**src/rtl/uart_program_loader.sv**
```systemverilog
// uart_program_loader: receives a program image over 8N1 UART and writes it
// into the core's BRAM as little-endian 32-bit words. The image starts with a
// 4-byte little-endian word count N, followed by N words. When the last word
// is written, the block sends one ACK byte on txd and then raises the sticky
// done flag that releases the core.
module uart_program_loader #(
    parameter int          CLK_PER_HALF_BIT = 5208,
    parameter int          ADDR_W           = 20,
    parameter logic [7:0]  ACK_BYTE         = 8'hAA
) (
    input  logic              clk,
    input  logic              rst,
    input  logic              rxd,
    output logic              txd,
    output logic [ADDR_W-1:0] mem_addr,
    output logic [31:0]       mem_wdata,
    output logic              mem_we,
    output logic              busy,
    output logic              done,
    output logic              frame_err
);

    localparam int BIT_CYC = 2 * CLK_PER_HALF_BIT;
    localparam int CW      = $clog2(BIT_CYC + 1);
    localparam logic [CW-1:0] HALF_LAST = CW'(CLK_PER_HALF_BIT - 1);
    localparam logic [CW-1:0] BIT_LAST  = CW'(BIT_CYC - 1);

    typedef enum logic [1:0] {R_IDLE, R_START, R_DATA, R_STOP} rx_state_t;
    typedef enum logic [1:0] {L_LEN, L_DATA, L_ACK, L_DONE}    ld_state_t;
    typedef enum logic [1:0] {T_IDLE, T_START, T_DATA, T_STOP} tx_state_t;

    // ------------------------------------------------------------------
    // rxd synchronizer
    // ------------------------------------------------------------------
    logic rx_meta, rx_sync;

    // Two-flop synchronizer; resets to the idle-high line level.
    always_ff @(posedge clk or posedge rst) begin
        if (rst) begin
            rx_meta <= 1'b1;
            rx_sync <= 1'b1;
        end else begin
            // NOTE: non-blocking assignments let every flop sample the old
            // value of its neighbour, which is what makes this a real 2-stage
            // chain instead of a single wire.
            rx_meta <= rxd;
            rx_sync <= rx_meta;
        end
    end

    // ------------------------------------------------------------------
    // UART receiver
    // ------------------------------------------------------------------
    rx_state_t       rx_state, rx_next;
    logic [CW-1:0]   rx_cnt;
    logic [2:0]      rx_bit;
    logic [7:0]      rx_shift;
    logic            rx_valid;
    logic            rx_half_tick, rx_bit_tick;

    assign rx_half_tick = (rx_cnt == HALF_LAST);
    assign rx_bit_tick  = (rx_cnt == BIT_LAST);

    // Receiver next-state: centre on the start bit, then sample each bit mid-cell.
    always_comb begin
        // NOTE: assigning a default first guarantees every path writes
        // rx_next, so no latch is inferred for the unlisted cases.
        rx_next = rx_state;
        unique case (rx_state)
            R_IDLE:  if (!rx_sync) rx_next = R_START;
            R_START: if (rx_half_tick) rx_next = rx_sync ? R_IDLE : R_DATA;
            R_DATA:  if (rx_bit_tick && rx_bit == 3'd7) rx_next = R_STOP;
            R_STOP:  if (rx_bit_tick) rx_next = R_IDLE;
            default: rx_next = R_IDLE;
        endcase
    end

    // Receiver state, bit timer, shift register, byte strobe and framing flag.
    always_ff @(posedge clk or posedge rst) begin
        if (rst) begin
            rx_state  <= R_IDLE;
            rx_cnt    <= '0;
            rx_bit    <= '0;
            rx_shift  <= '0;
            rx_valid  <= 1'b0;
            frame_err <= 1'b0;
        end else begin
            rx_state <= rx_next;
            rx_valid <= 1'b0;
            // Timer restarts on every state change and at every bit boundary.
            if (rx_state == R_IDLE || rx_next != rx_state || rx_bit_tick)
                rx_cnt <= '0;
            else
                rx_cnt <= rx_cnt + 1'b1;

            if (rx_state == R_START)
                rx_bit <= '0;

            if (rx_state == R_DATA && rx_bit_tick) begin
                rx_shift <= {rx_sync, rx_shift[7:1]};
                rx_bit   <= rx_bit + 1'b1;
            end

            if (rx_state == R_STOP && rx_bit_tick) begin
                if (rx_sync) rx_valid  <= 1'b1;
                else         frame_err <= 1'b1;
            end
        end
    end

    // ------------------------------------------------------------------
    // Loader: length header, word assembly, BRAM writes, ACK handshake
    // ------------------------------------------------------------------
    ld_state_t   l_state, l_next;
    logic [1:0]  l_cnt;
    logic [31:0] len, len_next, word, word_next, index;
    logic        ack_started;
    logic        tx_start, tx_done;

    assign len_next  = {rx_shift, len[31:8]};
    assign word_next = {rx_shift, word[31:8]};
    assign tx_start  = (l_state == L_ACK) && !ack_started;
    assign busy      = (l_state != L_DONE);
    assign done      = (l_state == L_DONE);

    // Loader next-state: header -> words -> ACK -> done.
    always_comb begin
        l_next = l_state;
        unique case (l_state)
            L_LEN:   if (rx_valid && l_cnt == 2'd3)
                         l_next = (len_next == 32'd0) ? L_ACK : L_DATA;
            L_DATA:  if (rx_valid && l_cnt == 2'd3 && index + 32'd1 == len)
                         l_next = L_ACK;
            L_ACK:   if (tx_done) l_next = L_DONE;
            L_DONE:  l_next = L_DONE;
            default: l_next = L_LEN;
        endcase
    end

    // Loader datapath: byte assembly and the registered one-cycle write port.
    always_ff @(posedge clk or posedge rst) begin
        if (rst) begin
            l_state     <= L_LEN;
            l_cnt       <= '0;
            len         <= '0;
            word        <= '0;
            index       <= '0;
            mem_we      <= 1'b0;
            mem_addr    <= '0;
            mem_wdata   <= '0;
            ack_started <= 1'b0;
        end else begin
            l_state <= l_next;
            mem_we  <= 1'b0;
            if (tx_start) ack_started <= 1'b1;
            if (rx_valid) begin
                unique case (l_state)
                    L_LEN: begin
                        len   <= len_next;
                        l_cnt <= l_cnt + 1'b1;
                        index <= '0;
                    end
                    L_DATA: begin
                        word  <= word_next;
                        l_cnt <= l_cnt + 1'b1;
                        if (l_cnt == 2'd3) begin
                            mem_we    <= 1'b1;
                            mem_wdata <= word_next;
                            mem_addr  <= index[ADDR_W-1:0];
                            index     <= index + 32'd1;
                        end
                    end
                    default: ;  // bytes after the image are ignored
                endcase
            end
        end
    end

    // ------------------------------------------------------------------
    // UART transmitter (ACK byte only)
    // ------------------------------------------------------------------
    tx_state_t     tx_state, tx_next;
    logic [CW-1:0] tx_cnt;
    logic [2:0]    tx_bit;
    logic [7:0]    tx_shift;
    logic          tx_bit_tick;

    assign tx_bit_tick = (tx_cnt == BIT_LAST);
    assign tx_done     = (tx_state == T_STOP) && tx_bit_tick;

    // Transmitter next-state: start bit, 8 data bits, stop bit.
    always_comb begin
        tx_next = tx_state;
        unique case (tx_state)
            T_IDLE:  if (tx_start) tx_next = T_START;
            T_START: if (tx_bit_tick) tx_next = T_DATA;
            T_DATA:  if (tx_bit_tick && tx_bit == 3'd7) tx_next = T_STOP;
            T_STOP:  if (tx_bit_tick) tx_next = T_IDLE;
            default: tx_next = T_IDLE;
        endcase
    end

    // Transmitter state, bit timer and registered (glitch-free) txd.
    always_ff @(posedge clk or posedge rst) begin
        if (rst) begin
            tx_state <= T_IDLE;
            tx_cnt   <= '0;
            tx_bit   <= '0;
            tx_shift <= '0;
            txd      <= 1'b1;
        end else begin
            tx_state <= tx_next;
            if (tx_state == T_IDLE || tx_bit_tick)
                tx_cnt <= '0;
            else
                tx_cnt <= tx_cnt + 1'b1;

            unique case (tx_state)
                T_IDLE: if (tx_start) begin
                    txd      <= 1'b0;
                    tx_shift <= ACK_BYTE;
                end
                T_START: if (tx_bit_tick) begin
                    txd      <= tx_shift[0];
                    tx_shift <= {1'b0, tx_shift[7:1]};
                    tx_bit   <= '0;
                end
                T_DATA: if (tx_bit_tick) begin
                    tx_bit <= tx_bit + 1'b1;
                    if (tx_bit == 3'd7) begin
                        txd <= 1'b1;
                    end else begin
                        txd      <= tx_shift[0];
                        tx_shift <= {1'b0, tx_shift[7:1]};
                    end
                end
                T_STOP:  txd <= 1'b1;
                default: txd <= 1'b1;
            endcase
        end
    end

endmodule
```
**config.mk**
```make
export PLATFORM = sky130hd
export DESIGN_NAME = uart_program_loader
export DESIGN_NICKNAME = d
export VERILOG_FILES = /design/src/rtl/uart_program_loader.sv
export SDC_FILE = /design/constraint.sdc
export NUM_CORES = 1
export LEC_CHECK = 0
export CAP_MARGIN = 20
export CELL_PAD_IN_SITES_DETAIL_PLACEMENT = 0
export CELL_PAD_IN_SITES_GLOBAL_PLACEMENT = 1
export CORE_MARGIN = 2
export CORE_UTILIZATION = 30
export DETAILED_ROUTE_END_ITERATION = 7
export GPL_ROUTABILITY_DRIVEN = 0
export PLACE_DENSITY_LB_ADDON = 0.08
export SLEW_MARGIN = 15
export SYNTH_ARGS = -nofsm -noshare
export SYNTH_HDL_FRONTEND = slang
export SYNTH_SLANG_ARGS = --single-unit
```
**constraint.sdc**
```tcl
create_clock -name clk -period 8.7 [get_ports clk]
set_clock_uncertainty 0.2 [all_clocks]
set_input_delay 1.305 -clock clk [delete_from_list [all_inputs] [get_ports clk]]
set_output_delay 1.305 -clock clk [all_outputs]
set_load 0.02 [all_outputs]
```
Yosys cells after proc, flatten, opt, wreduce, memory -nomap -nowiden
Index checks and enable logic that the tools add are counted.

storage, ports and cells
  memories = 0
  memory bits (writable) = 0
  register bits after elaboration = 213
  output and inout port bits = 57
  input bits = 3
  bits in read-only memories = 0
  latch bits = 0
  word-level logic and storage cells = 129

cells by class
  reductions and logical operators = 32
  multipliers = 0
  add/subtract/negate cells = 6
  muxes and demuxes = 40
  div/mod/pow operators = 0
  bitwise operators = 1
  shifts and indexed selects = 0
  equality and inequality tests = 28
  $lt $le $gt $ge = 0

operator list
  kind                                              number
  one-hot mux 32 bit (2 select lines)               1
  adder 32 x 1 -> 32 bit (second input constant)    1
  == test 32 bit                                    1
  zero test 32 bit                                  1
  2-to-1 mux 32 bit                                 1
  2-to-1 mux 8 bit                                  4
  adder 14 x 1 -> 14 bit (second input constant)    2
  == test 14 bit (second input constant)            2
  2-to-1 mux 14 bit                                 2
  2-to-1 mux 2 bit                                  13
  one-hot mux 2 bit (4 select lines)                3
  one-hot mux 8 bit (3 select lines)                1
  != test 2 bit (second input constant)             11
  AND reduction 3 bit                               5
  == test 14 x 13 -> 1 bit (second input constant)  1
  == test 2 bit (second input constant)             7
  2-to-1 mux 3 bit                                  4
  2-to-1 mux 1 bit                                  9
  logical AND 1 bit                                 8
  AND reduction 2 bit                               4
  adder 3 x 1 -> 3 bit (second input constant)      2
  == test 2 x 1 -> 1 bit (second input constant)    3
  == test 3 bit (second input constant)             2
  zero test 2 bit                                   3
  other kinds (12)                                  16

Logic depth before layout (Yosys ltp)
  depth in word-level cells = 8
  mapped depth = 11
  mapped depth without buffers = 9

Least setup slack after synthesis
Ideal clock, no wire load.

  path type = flip-flop to flip-flop
  start = reg index[0]
  end = reg l_state[1]
  data required time = 8369 ps
  slack = 5695 ps
  arrival = 2674 ps
  clock period less this slack = 3005 ps
  cell stages (with the launch flop) = 11
  buffers on the path = 1
  setup time = 131 ps
  path through = dfrtp_1 -> ha_1 -> buf_6 -> nand3_4 -> or4_4 -> nor4_4 -> and3_4 -> xnor2_1 -> a2111oi_4 -> o2111a_1 -> or3_1

between the ends
  longest elaborated chain between the ends = 5

RTL lines
  what                           RTL line  RTL
  start, declared                116       logic [31:0] len, len_next, word, word_next, index;
  start signal, assigned         170       index <= index + 32'd1;
  adder 32 x 1 -> 32 bit         132       L_DATA: if (rx_valid && l_cnt == 2'd3 && index + 32'd1 == len)
  == test 32 bit                 132
  logical AND 1 bit              132
  != test 2 bit (no line)        -
  AND reduction 3 bit (no line)  -
  end signal, assigned           153       l_state <= l_next;
  end, declared                  114       ld_state_t l_state, l_next;

No other way between the ends.
A chain may end at the register's enable or synchronous reset.

Final worst setup path
  start = reg l_state[1]
  end = reg index[25]

between the ends
  longest elaborated chain between the ends = 3
  elaborated cells between the ends (all ways) = 6
  classes of those cells = eq/ne (2); mux (1); reduce/logical (3)

RTL lines
  what                                                                  RTL line  RTL
  == test 2 x 1 -> 1 bit / zero test 2 bit (equally long branches)      157       unique case (l_state)
  != test 2 bit (no line) / nonzero test 2 bit (equally long branches)  -
  AND reduction 3 bit (no line)                                         -

Several ways; a longest one is shown, not always the timed one.

==> results.md <==
- CORE AREA: 0.0323 mm^2
- Drt first pass iters: 5
- Global-route wire length before repair: 41,400 um
- Worst-path clk slew: 60 ps
- Max-Cap Viols: 0
- Leak pwr: 0.00536 uW
- Area grow syn2layout: 19.2%
- Die Y-Extent: 184 um
- Worst R2R Start: l_state[1]
- Root buf cell: clkbuf_16
- Vias in the first global route: 7,276
- Startpoint types: flip-flop
- Crit path cell chain: nor2b_1, nand3_4, inv_2, buf_4, nand2_1, o31ai_1
- P per Cell Area: 178 mW/mm^2
- Synth top area cells: dfrtp_1 52%, nand2_1 8.3%, mux2_2 7.7%, xnor2_1 3.8%, o21ai_0 3.4%
- RSZ-0062 raised after global routing: false
- Crit path DAT: 3810 ps
- Via/cell ratio: 4.75
- CP required: 8930 ps
- Worst-margin pin slew: 990 ps
- Detail Route Antenna Nets: 0
- ANT cells: 0
- Final net count: 1,041
- Post-synthesis xor/xnor area fraction: 6.10%
- Number of cells on the critical path: 6
- Crit path from: l_state[1]
- Count of input and output buffers: 59
- Synth Area in Compound Gates: 8.59%
- Sequential share of the synthesized area: 52.6%
- FP Rows: 66
- Yosys warning count: 0
- Initial antenna violation count: 0
- Main synth FF type: dfrtp_1
- GRT Total Usage: 15.3%
- Setup Fix Bufs, Post-CTS: 0
- Resized Gates After CTS: 0
- #FFs+latches synth: 205
- CTS H-tree lvls: 1
- Filler Cells Inserted: 3,332
- Crit path max-delay cell type: inv_2
- Starting Density: 30.2%
- Cells after Synth: 986
- Fin area: 0.0116 mm^2
- Adder-Cell Fraction of Synth Area: 1.54%
- Largest family of logic cells by synthesized area: simple AND/OR/NAND/NOR gates
- Crit. End Element: flip-flop
- TritonCTS clock tree: built
- Cell area after synthesis: 0.00976 mm^2
- Design Power: 2070 uW
- Worst Path Class, Setup: flip-flop to flip-flop
- Top delay family on crit path: simple AND/OR/NAND/NOR gates
- RR Endpoint: index[25]
- Initial DRC count: 461
- Hold Crit Class: flip-flop to flip-flop
- DR WL/cell: 16.9 um
- Status: finished, final reports clean
- WP buf/inv: 2
- EDFF count, synth: 0
- R2R setup slack: 5110 ps
- Horiz. Die Dim: 184 um
- CTS buffer count: 26
- Clock tree buffer depth: 3
- R2R cell count: 6
- Slew HR: 33.8%
- Placed inst area: 0.0107 mm^2
- DRC: 0
- Die footprint: 0.0340 mm^2
- Final Critical Period: 3590 ps
- Max FO, Critical Path: 40
- Final Slew Violations: 0
- Post-DP HPWL: 16,300 um
- Avg Cell Area, Syn: 9.90 um^2
- Synth Area in Simple Gates: 19.9%
- Largest net degree at the start of global routing: 106
- Top cell type by total area after synthesis: dfrtp_1
- Worst path max stage delay: 700 ps
- Final Hold Fails: 0
- CTS Hold Bufs: 0
- Maximum vdd drop: 139 uV
- Clk_lat worst skew: 530 ps
- Async set-reset flop share out of synthesis: 100%
- Multiplexer share of the synthesized area: 8.04%
- Period utilization: 41.2%
- Detailed-route via count: 7,065
- Final setup TNS: 0 ps
- # setup viols final: 0
- Share of post-route cells with drive strength above 1: 12.6%
- Critical Path End: index[25]
- Maximum clock rate: 279 MHz
- Post-Syn Nets: 1,001
- Routed WL: 25,100 um
- Total global routing overflow: 0
- I/O pin count: 60
- Synth top area share: 51.8%
- TritonCTS Sinks: 205
- Yosys cell types: 64
[Yosys cell counts, types with 3 or more instances]
cell type,number
nand2_1,217
dfrtp_1,202
nor2_1,73
mux2_2,67
o21ai_0,67
xnor2_1,42
clkbuf_1,36
nand3_1,34
xor2_1,26
a21oi_1,21
inv_1,19
and3_1,17
nand4_1,17
nor4_1,16
o31ai_1,14
ha_1,12
a31oi_1,9
nor3_1,9
buf_1,6
buf_2,6
nor2b_1,6
or3_1,6
o22ai_1,5
buf_4,3
dfstp_2,3
mux2i_1,3
nor4_4,3
[power breakdown]
| part | total [uW] | internal, uW | switching (uW) |
|---|---|---|---|
| sequential | 955 | 955 | 0.396 |
| combinational | 21.0 | 1.61 | 19.3 |
| clock | 1090 | 670 | 420 |
| total | 2070 | 1630 | 440 |
[sequential cells by signal, indices dropped and copies added, names as in the netlist, 2 cells and up]
name / flops
rx_cnt: 14
rx_bit: 3
rx_state: 2
word: 24
tx_cnt: 14
l_cnt: 2
tx_shift: 8
mem_wdata: 32
len: 32
mem_addr: 20
tx_state: 2
l_state: 2
index: 32
tx_bit: 3
rx_shift: 8
[through the flow]
stage               utilization (%)  hold slack, ps  instances  worst slack (ps)
floorplan                         -             145        986              1600
global placement               33.3             151       1438              5130
detailed placement             33.3             149       1439              5040
CTS                            36.0             157       1487              5030
global route                   36.0             158       1488              4750
finish                         36.0             155       1488              5110
[how the worst min path moves through the flow]
stage,from,to,cells after the start
2_1_floorplan,rx_meta,rx_sync,0
3_3_place_gp,rx_meta,rx_sync,0
3_5_place_dp,rx_meta,rx_sync,0
4_1_cts,rx_meta,rx_sync,0
5_1_grt,rx_meta,rx_sync,0
6_report,rx_meta,rx_sync,0
[metal layers]
layer,global-route usage (%),up-vias,routed length (um)
met5,0,-,0
met4,3.20,0,413
met3,2.45,28,845
met2,24.4,116,11300
met1,22.0,3464,12500
li1,-,3457,-
[placed cells by master (no fill, tap or decap), drive strengths merged, types with 2 or more instances in the layout]
cell and n:
bufinv 2, dfrtp 202, a21o 2, and4 2, a21oi 21, and3 18
o21a 2, nand4 18, clkbuf 42, nor4b 2, o211ai 2, nor4 19
nand2b 2, o31ai 14, nor3 9, o22ai 5, a31oi 9, buf 7
and2 2, nor2b 6, mux2 67, nand2 217, clkinv 4, mux2i 3
nand3 35, or3 7, xor2 26, ha 12, a2111o 2, inv 20
nor4bb 2, a2111oi 2, clkdlybuf4s50 59, dfstp 3, or2 2, o21ai 68
xnor2 42, nor2 73
[kinds of logic after synthesis]
kind of cell | after synthesis
xor gates and xnor gates | 68
buffers and inverters | 74
muxes | 70
AOI/OAI and AO/OA | 138
and+or+nand+nor | 419
DFF | 205
adders and majority gates | 12
[worst reg2reg max path, cell delays in order (launching register included)]
cell     delay [ps]
dfrtp_1         440
nor2b_1         560
nand3_4         520
inv_2           720
buf_4           560
nand2_1         200
o31ai_1         270
[layout make-up]
class	count	area [um^2]	area share [%]
sequential	205	5130	44.1
clock inverter	6	91.3	0.785
multi-input combinational	707	4340	37.3
timing repair buffer	66	651	5.59
inverter	20	82.6	0.710
clock buffer	42	781	6.71
tap	442	553	4.75
Note: power is estimated with default switching activity, not from simulation.
